<file path="config.mk">
export PLATFORM = sky130hd
export DESIGN_NAME = bcd_stopwatch_counter
export DESIGN_NICKNAME = d
export VERILOG_FILES = /design/src/rtl/stopwatch_pkg.sv /design/src/rtl/bcd_digit_counter.sv /design/src/rtl/bcd_stopwatch_counter.sv
export SDC_FILE = /design/constraint.sdc
export NUM_CORES = 1
export LEC_CHECK = 0
export CAP_MARGIN = 20
export CORE_UTILIZATION = 63
export CTS_CLUSTER_DIAMETER = 100
export DETAILED_ROUTE_END_ITERATION = 10
export HOLD_SLACK_MARGIN = 0.06
export PLACE_DENSITY = 0.95
export SKIP_CTS_REPAIR_TIMING = 1
export SLEW_MARGIN = 30
export SYNTH_ARGS = -nofsm -noshare
export SYNTH_HDL_FRONTEND = slang
export SYNTH_SLANG_ARGS = --single-unit
</file>
<file path="constraint.sdc">
create_clock -name clk -period 3.3 [get_ports clk]
set_input_delay 0.66 -clock clk [delete_from_list [all_inputs] [get_ports clk]]
set_output_delay 0.66 -clock clk [all_outputs]
set_load 0.1 [all_outputs]
</file>
<file path="src/rtl/stopwatch_pkg.sv">
// -----------------------------------------------------------------------------
// stopwatch_pkg
// Shared definitions for the MM:SS stopwatch core.
//   sw_state_e    : control FSM states (IDLE, RUN, PAUSE)
//   *_MAX         : terminal value of each BCD digit before it rolls to 0
// -----------------------------------------------------------------------------
package stopwatch_pkg;

    typedef enum logic [1:0] {
        IDLE  = 2'd0,
        RUN   = 2'd1,
        PAUSE = 2'd2
    } sw_state_e;

    localparam logic [3:0] SEC_ONES_MAX = 4'd9;
    localparam logic [3:0] SEC_TENS_MAX = 4'd5;
    localparam logic [3:0] MIN_ONES_MAX = 4'd9;
    localparam logic [3:0] MIN_TENS_MAX = 4'd5;

endpackage : stopwatch_pkg

</file>
<file path="src/rtl/bcd_digit_counter.sv">
// -----------------------------------------------------------------------------
// bcd_digit_counter
// One BCD digit implemented as a modulo-(MAX+1) counter.
//   MAX   : last legal value; the digit returns to 0 after it
//   clk   : in  1  rising-edge clock
//   rst   : in  1  asynchronous active-high reset (digit -> 0)
//   clr   : in  1  synchronous clear, wins over inc
//   inc   : in  1  advance the digit by one on this edge
//   digit : out 4  registered digit value, 0..MAX
//   carry : out 1  combinational: inc while digit == MAX (feeds the next digit)
// -----------------------------------------------------------------------------
module bcd_digit_counter #(
    parameter logic [3:0] MAX = 4'd9
) (
    input  logic       clk,
    input  logic       rst,
    input  logic       clr,
    input  logic       inc,
    output logic [3:0] digit,
    output logic       carry
);

    logic [3:0] digit_q;
    logic [3:0] digit_d;

    // NOTE: every combinational output takes a default before any branch so
    // that no path leaves it unassigned, which would infer a latch.
    always_comb begin
        digit_d = digit_q;
        if (clr) begin
            digit_d = 4'd0;
        end else if (inc) begin
            digit_d = (digit_q == MAX) ? 4'd0 : digit_q + 4'd1;
        end
    end

    // NOTE: state registers use non-blocking assignments so every flop samples
    // pre-edge values; reset is in the sensitivity list, making it asynchronous.
    always_ff @(posedge clk or posedge rst) begin
        if (rst) begin
            digit_q <= 4'd0;
        end else begin
            digit_q <= digit_d;
        end
    end

    assign digit = digit_q;
    assign carry = inc & (digit_q == MAX);

endmodule : bcd_digit_counter

</file>
<file path="src/rtl/bcd_stopwatch_counter.sv">
// -----------------------------------------------------------------------------
// bcd_stopwatch_counter
// Up-counting MM:SS stopwatch: a prescaler produces one tick every TICK_DIV
// clocks while running, and the tick advances a chain of four BCD digits.
//   TICK_DIV   : clocks per count step (>= 2)
//   PRE_W      : prescaler width, 2**PRE_W >= TICK_DIV
//   clk        : in  1  system clock
//   rst        : in  1  asynchronous active-high reset
//   start_stop : in  1  pulse, IDLE/PAUSE -> RUN, RUN -> PAUSE
//   clear      : in  1  pulse, zero digits and prescaler, go to IDLE (wins)
//   bcd3..bcd0 : out 4  minutes tens/ones, seconds tens/ones (registered)
//   running    : out 1  high while in RUN (registered)
//   wrap       : out 1  one-cycle pulse alongside the 59:59 -> 00:00 rollover
// -----------------------------------------------------------------------------
module bcd_stopwatch_counter #(
    parameter int unsigned TICK_DIV = 50_000_000,
    parameter int unsigned PRE_W    = 26
) (
    input  logic       clk,
    input  logic       rst,
    input  logic       start_stop,
    input  logic       clear,
    output logic [3:0] bcd3,
    output logic [3:0] bcd2,
    output logic [3:0] bcd1,
    output logic [3:0] bcd0,
    output logic       running,
    output logic       wrap
);

    import stopwatch_pkg::*;

    localparam logic [PRE_W-1:0] PRE_LAST = PRE_W'(TICK_DIV - 1);
    localparam logic [PRE_W-1:0] PRE_ONE  = PRE_W'(1);

    sw_state_e        state_q, state_d;
    logic [PRE_W-1:0] pre_q, pre_d;
    logic             running_q;
    logic             wrap_q;

    logic             tick;
    logic             carry0, carry1, carry2, carry3;

    // The prescaler only advances in RUN, so a tick can only occur there.
    assign tick = (state_q == RUN) && (pre_q == PRE_LAST);

    // ---------------- FSM + prescaler next-state ----------------
    always_comb begin
        state_d = state_q;
        pre_d   = pre_q;
        if (clear) begin
            state_d = IDLE;
            pre_d   = '0;
        end else begin
            unique case (state_q)
                IDLE: begin
                    if (start_stop) begin
                        state_d = RUN;
                        pre_d   = '0;
                    end
                end
                RUN: begin
                    // The prescaler still steps on the pausing edge, so a tick
                    // that coincides with start_stop is not lost.
                    pre_d = tick ? '0 : pre_q + PRE_ONE;
                    if (start_stop) begin
                        state_d = PAUSE;
                    end
                end
                PAUSE: begin
                    // Resume keeps the held prescaler value.
                    if (start_stop) begin
                        state_d = RUN;
                    end
                end
                default: begin
                    state_d = IDLE;
                    pre_d   = '0;
                end
            endcase
        end
    end

    always_ff @(posedge clk or posedge rst) begin
        if (rst) begin
            state_q   <= IDLE;
            pre_q     <= '0;
            running_q <= 1'b0;
            wrap_q    <= 1'b0;
        end else begin
            state_q   <= state_d;
            pre_q     <= pre_d;
            // Registered from the next state so running changes on the very
            // edge that samples start_stop or clear.
            running_q <= (state_d == RUN);
            // clear suppresses the rollover even though the digit chain would
            // otherwise carry out of 59:59 on this edge.
            wrap_q    <= carry3 & ~clear;
        end
    end

    // ---------------- digit chain ----------------
    bcd_digit_counter #(.MAX(SEC_ONES_MAX)) u_sec_ones (
        .clk   (clk),
        .rst   (rst),
        .clr   (clear),
        .inc   (tick),
        .digit (bcd0),
        .carry (carry0)
    );

    bcd_digit_counter #(.MAX(SEC_TENS_MAX)) u_sec_tens (
        .clk   (clk),
        .rst   (rst),
        .clr   (clear),
        .inc   (carry0),
        .digit (bcd1),
        .carry (carry1)
    );

    bcd_digit_counter #(.MAX(MIN_ONES_MAX)) u_min_ones (
        .clk   (clk),
        .rst   (rst),
        .clr   (clear),
        .inc   (carry1),
        .digit (bcd2),
        .carry (carry2)
    );

    bcd_digit_counter #(.MAX(MIN_TENS_MAX)) u_min_tens (
        .clk   (clk),
        .rst   (rst),
        .clr   (clear),
        .inc   (carry2),
        .digit (bcd3),
        .carry (carry3)
    );

    assign running = running_q;
    assign wrap    = wrap_q;

endmodule : bcd_stopwatch_counter

</file>
; After elaboration in Yosys (flattened, before gate mapping)
; Cells that the tools add are included.
[word_totals]
register_bits = 46
inputBits = 4
out_inout_bits = 18
[classes]
n_addsub = 5
eq_ne = 10
n_mux = 20
n_bitwise = 6
n_reduce_logical = 8
[op_table]
columns = operator, count
row1 = 26-bit two-way mux, 3
row2 = 26-bit case mux with 3 select lines, 1
row3 = 4-bit two-way mux, 12
row4 = 26-bit by 1-bit adder with 26-bit output (second input constant), 1
row5 = 26-bit == test (second input constant), 1
row6 = 4-bit by 1-bit adder with 4-bit output (second input constant), 4
row7 = 4-bit by 3-bit == test with 1-bit output (second input constant), 2
row8 = 4-bit == test (second input constant), 2
row9 = 2-bit nonzero test, 4
row10 = 2-bit two-way mux, 3
row11 = 1-bit bitwise AND, 5
row12 = 2-bit by 1-bit == test with 1-bit output (second input constant), 2
row13 = 2-bit case mux with 2 select lines, 1
row14 = 3-bit inequality test (second input constant), 1
row15 = 2-bit == test (second input constant), 1
row16 = 2-bit logical NOT, 1
row17 = 2-bit inequality test (second input constant), 1
row18 = 2-bit AND reduction, 1
row19 = 2-bit OR reduction, 1
row20 = 1-bit logical AND, 1
row21 = 1-bit NOT, 1

; Longest topological paths before layout
[depth]
word_depth = 7
depth_mapped = 7
ltp_nobuf = 6

; By module
; A second synthesis with hierarchy kept.
[hier_totals]
hier_cells = 285
area_unflattened_um2 = 2616.3
[by_module_without_submodules]
columns = module, instances, cells_per_inst, area_per_inst_um2, seq_area_each_um2
row1 = bcd_stopwatch_counter, 1, 179, 1665.3, 750.7
row2 = bcd_digit_counter at u_min_ones ..., 2, 27, 244.0, 100.1
row3 = bcd_digit_counter at u_min_tens ..., 2, 26, 231.5, 100.1

; Worst setup path before layout
; OpenSTA, ideal clock, no wires.
[synth_path]
path_kind = register -> register
from = reg u_sec_ones.digit_q[0], in the netlist u_sec_ones.digit[0]
to = reg u_min_tens.digit_q[3], in the netlist u_min_tens.digit[3]
setup_ps = 120
arrival_time_ps = 2092
path_slack_ps = 1088
stages_incl_launch_ff = 6
n_path_buf = 0
path_cell_list = dfrtp_1 > ha_1 > nand3b_1 > nor4_1 > a311oi_1 > a31o_2
[synth_via]
elab_chain_cells = 5
[synth_rtl]
columns = element, line
row1 = from (decl), bcd_digit_counter.sv:23  ; logic [3:0] digit_q;
row2 = from (signal assigned), bcd_digit_counter.sv:43  ; digit_q <= digit_d;
row3 = 4-bit == test, bcd_digit_counter.sv:48  ; assign carry = inc & (digit_q == MAX);
row4 = 1-bit bitwise AND (3 in series), bcd_digit_counter.sv:48
row5 = 2-bit nonzero test (no line), --
row6 = to (signal assigned), bcd_digit_counter.sv:43
row7 = to (decl), bcd_digit_counter.sv:23
; Every way passes these cells.
; A chain may end at the register's enable or synchronous reset.

; Worst setup path after layout
[layout_path]
from = in start_stop
to = reg pre_q[17]
[layout_via]
elab_chain_cells = 2
[layout_rtl]
columns = element, line
row1 = from (decl), bcd_stopwatch_counter.sv:21  ; input logic start_stop,
row2 = 3-bit inequality test (no line), --
row3 = 2-bit AND reduction (no line), --
row4 = to (signal assigned), bcd_stopwatch_counter.sv:92  ; pre_q <= pre_d;
row5 = to (decl), bcd_stopwatch_counter.sv:37  ; logic [PRE_W-1:0] pre_q, pre_d;
; Every way passes these cells.

==> summary.txt <==
Crit path from = start_stop
Post-DRT Antenna Nets = 0
Reg clk slew, reported paths = 0.08 ns
Final min period = 2.51 ns
Skew-Pair Late Insertion Delay = 0.30 ns
Final Hold Fails = 0
Synthesized net count = 314
Synth Instances = 301
PwrDens = 330 nW/um^2
Worst-path fanout max = 16
Drt drc = 0
CTS tree = done
Max Slew Vio Count = 0
Synth area leader = dfrtp_1
VDD IR-drop max = 0.000205 V
Main flop type after synthesis = dfrtp_1
Fraction of registers with async set/reset = 100%
Status = complete, no violations
Port Buffer Count = 21
Worst EP arrival = 2.72 ns
Achievable Freq = 399 MHz
Static leakage = 1.28 nW
Via count = 2555
Initial core utilization = 65.5%
Worst-margin pin slew = 0.843 ns
Antenna violations before repair = 0
Share of the synthesized area in the top cell type = 40.7%
Synth Cell Area = 2830 um^2
Root Driver = clkbuf_8
Die area = 4760 um^2
Hold Crit Start = u_sec_ones.digit[3]
Total track usage = 29.7%
Layout cells sized above 1 = 13.7%
WL final = 6510 um
Number of flops mapped to enable cells by yosys = 0
Skew final = 0.00602 ns
Vias in the first global route = 2383
Yosys warning count = 0
Rows = 24
Top-count cell post-synth = dfrtp_1
Post-route insts no fill = 367
Area growth syn-to-layout = 10.6%
Die width = 69.0 um
Ports = 22
Number of clock buffers inserted by TritonCTS = 5
Area of the core = 4320 um^2
Slew headroom = 43.8%
FF+latch count, synth = 46
Via density = 6.96
Synth top area cells = dfrtp_1 41%, or4_1 5.3%, a22oi_1 4.5%
Syn Area/Cell = 9.40 um^2
Die height = 69.0 um
Class of the worst hold path = flop to flop
MaxCap Viol Count = 0
Tcrit/Tclk final = 76.0%
Number of library cell types mapped by synthesis = 52
Largest net degree at the start of global routing = 47
Final setup viols = 0
Final GP Congestion = 0.803
Starting DRT DRC Count = 291
Crit end category = flop
GR Overflow Total = 0
Critical Path RT = 3.51 ns
Pre-antenna DRT Iters = 4
Longest Clk Path Bufs = 2
Post-layout nets = 327
Number of diodes = 0
Post-synth top cells = 46 x dfrtp_1, 20 x or4_1, 17 x a22oi_1, 16 x nand2_1
Setup TNS = 0 ns
Reg-to-reg critical path startpoint = pre_q[4]
Post-Place Worst Slack = 0.493 ns
Routed wire length per instance = 17.7 um
Register area share after synthesis = 40.7%
First-pass GRT wire length = 11400 um
Setup CP Type = input pin to flop
Dpl cells = 359
Setup ws final = 0.791 ns
CTS sink count = 46
Dpl hpwl = 4350 um
H-tree depth = 2
RSZ-0062 raised after global routing = no
Critical path startpoint category = input pin
where the power goes:
group / switching, mW / internal (mW) / leakage, nW
logic: 0.0471 / 0.0169 / 0.582
registers: 0.00406 / 0.566 / 0.640
clock network: 0.187 / 0.212 / 0.0575
total: 0.238 / 0.795 / 1.28
routing by layer:
layer / vias up / routed length, um / global-route usage [%]
met4: 0 / 100 / 9.52
met1: 1249 / 2800 / 41.0
met2: 100 / 3170 / 47.4
met5: - / 0 / 0
met3: 10 / 434 / 5.41
li1: 1196 / - / -
state kept, by name (all words and copies together) (netlist names):
signal            cells
u_min_tens.digit      4
state_q               2
wrap                  1
u_min_ones.digit      4
pre_q                26
u_sec_ones.digit      4
u_sec_tens.digit      4
running               1
kinds of logic (layout without fill, tap and decap cells):
| group | count (synthesis) | in the layout | synth area share [%] |
|---|---|---|---|
| adders and majority gates | 9 | 9 | 3.98 |
| DFF | 46 | 46 | 40.7 |
| AOI/OAI and AO/OA | 82 | 82 | 20.9 |
| muxes | 6 | 6 | 2.25 |
| and+or+nand+nor | 118 | 118 | 25.7 |
| buffers and inverters | 34 | 48 | 4.69 |
| xor gates and xnor gates | 6 | 6 | 1.86 |
through the flow:
stage               area (um^2)  utilization (%)  total power, mW  hold WS (ns)
CTS                        3130             72.3             1.04         0.551
floorplan                  2830                -            0.625         0.498
finish                     3130             72.4             1.03         0.556
global route               3130             72.4             1.07         0.575
detailed placement         3020             69.8            0.646         0.540
global placement           3020             69.8            0.644         0.516
final timing paths:
| check | end | slack (ns) | cells past startpoint |
|---|---|---|---|
| setup reg to reg | pre_q[17] | 0.84 | 4 |
| hold / removal | u_sec_ones.digit[3] | 0.56 | 1 |
| min in group asynchronous | pre_q[12] | 0.80 | 2 |
| hold reg to reg | u_sec_ones.digit[3] | 0.56 | 1 |
| max in group asynchronous | pre_q[7] | 2.02 | 2 |
| setup / recovery | pre_q[17] | 0.79 | 5 |
layout make-up:
| cell class | instances | area, um^2 |
|---|---|---|
| Multi-Input combinational cell | 221 | 1550 |
| Tap cell | 52 | 65.1 |
| Fill cell | 325 | 1190 |
| Clock buffer | 8 | 110 |
| Timing Repair Buffer | 26 | 203 |
| Inverter | 14 | 53.8 |
| Sequential cell | 46 | 1150 |
cell usage in the layout, fill, tap and decap left out, types with 6 or more instances in the layout:
cell type / netlist / final
a22oi_1: 17 / 17
inv_1: 14 / 13
ha_1: 9 / 9
nand3_1: 14 / 14
buf_4: 0 / 23
nor2_1: 9 / 9
dfrtp_1: 46 / 46
o31ai_1: 13 / 13
or4_1: 20 / 20
o21ai_0: 8 / 8
nand2_1: 16 / 16
nor3_1: 6 / 6
nand4_1: 10 / 10
clkbuf_8: 0 / 8
or3_1: 6 / 6
a21oi_1: 12 / 12
critical path: stages:
cell,delay (ns)
clkdlybuf4s50_1,0.54
nand2b_1,0.24
a21o_1,0.40
or4b_2,0.68
a22oi_1,0.21
Power figures use the tool's default switching activity.
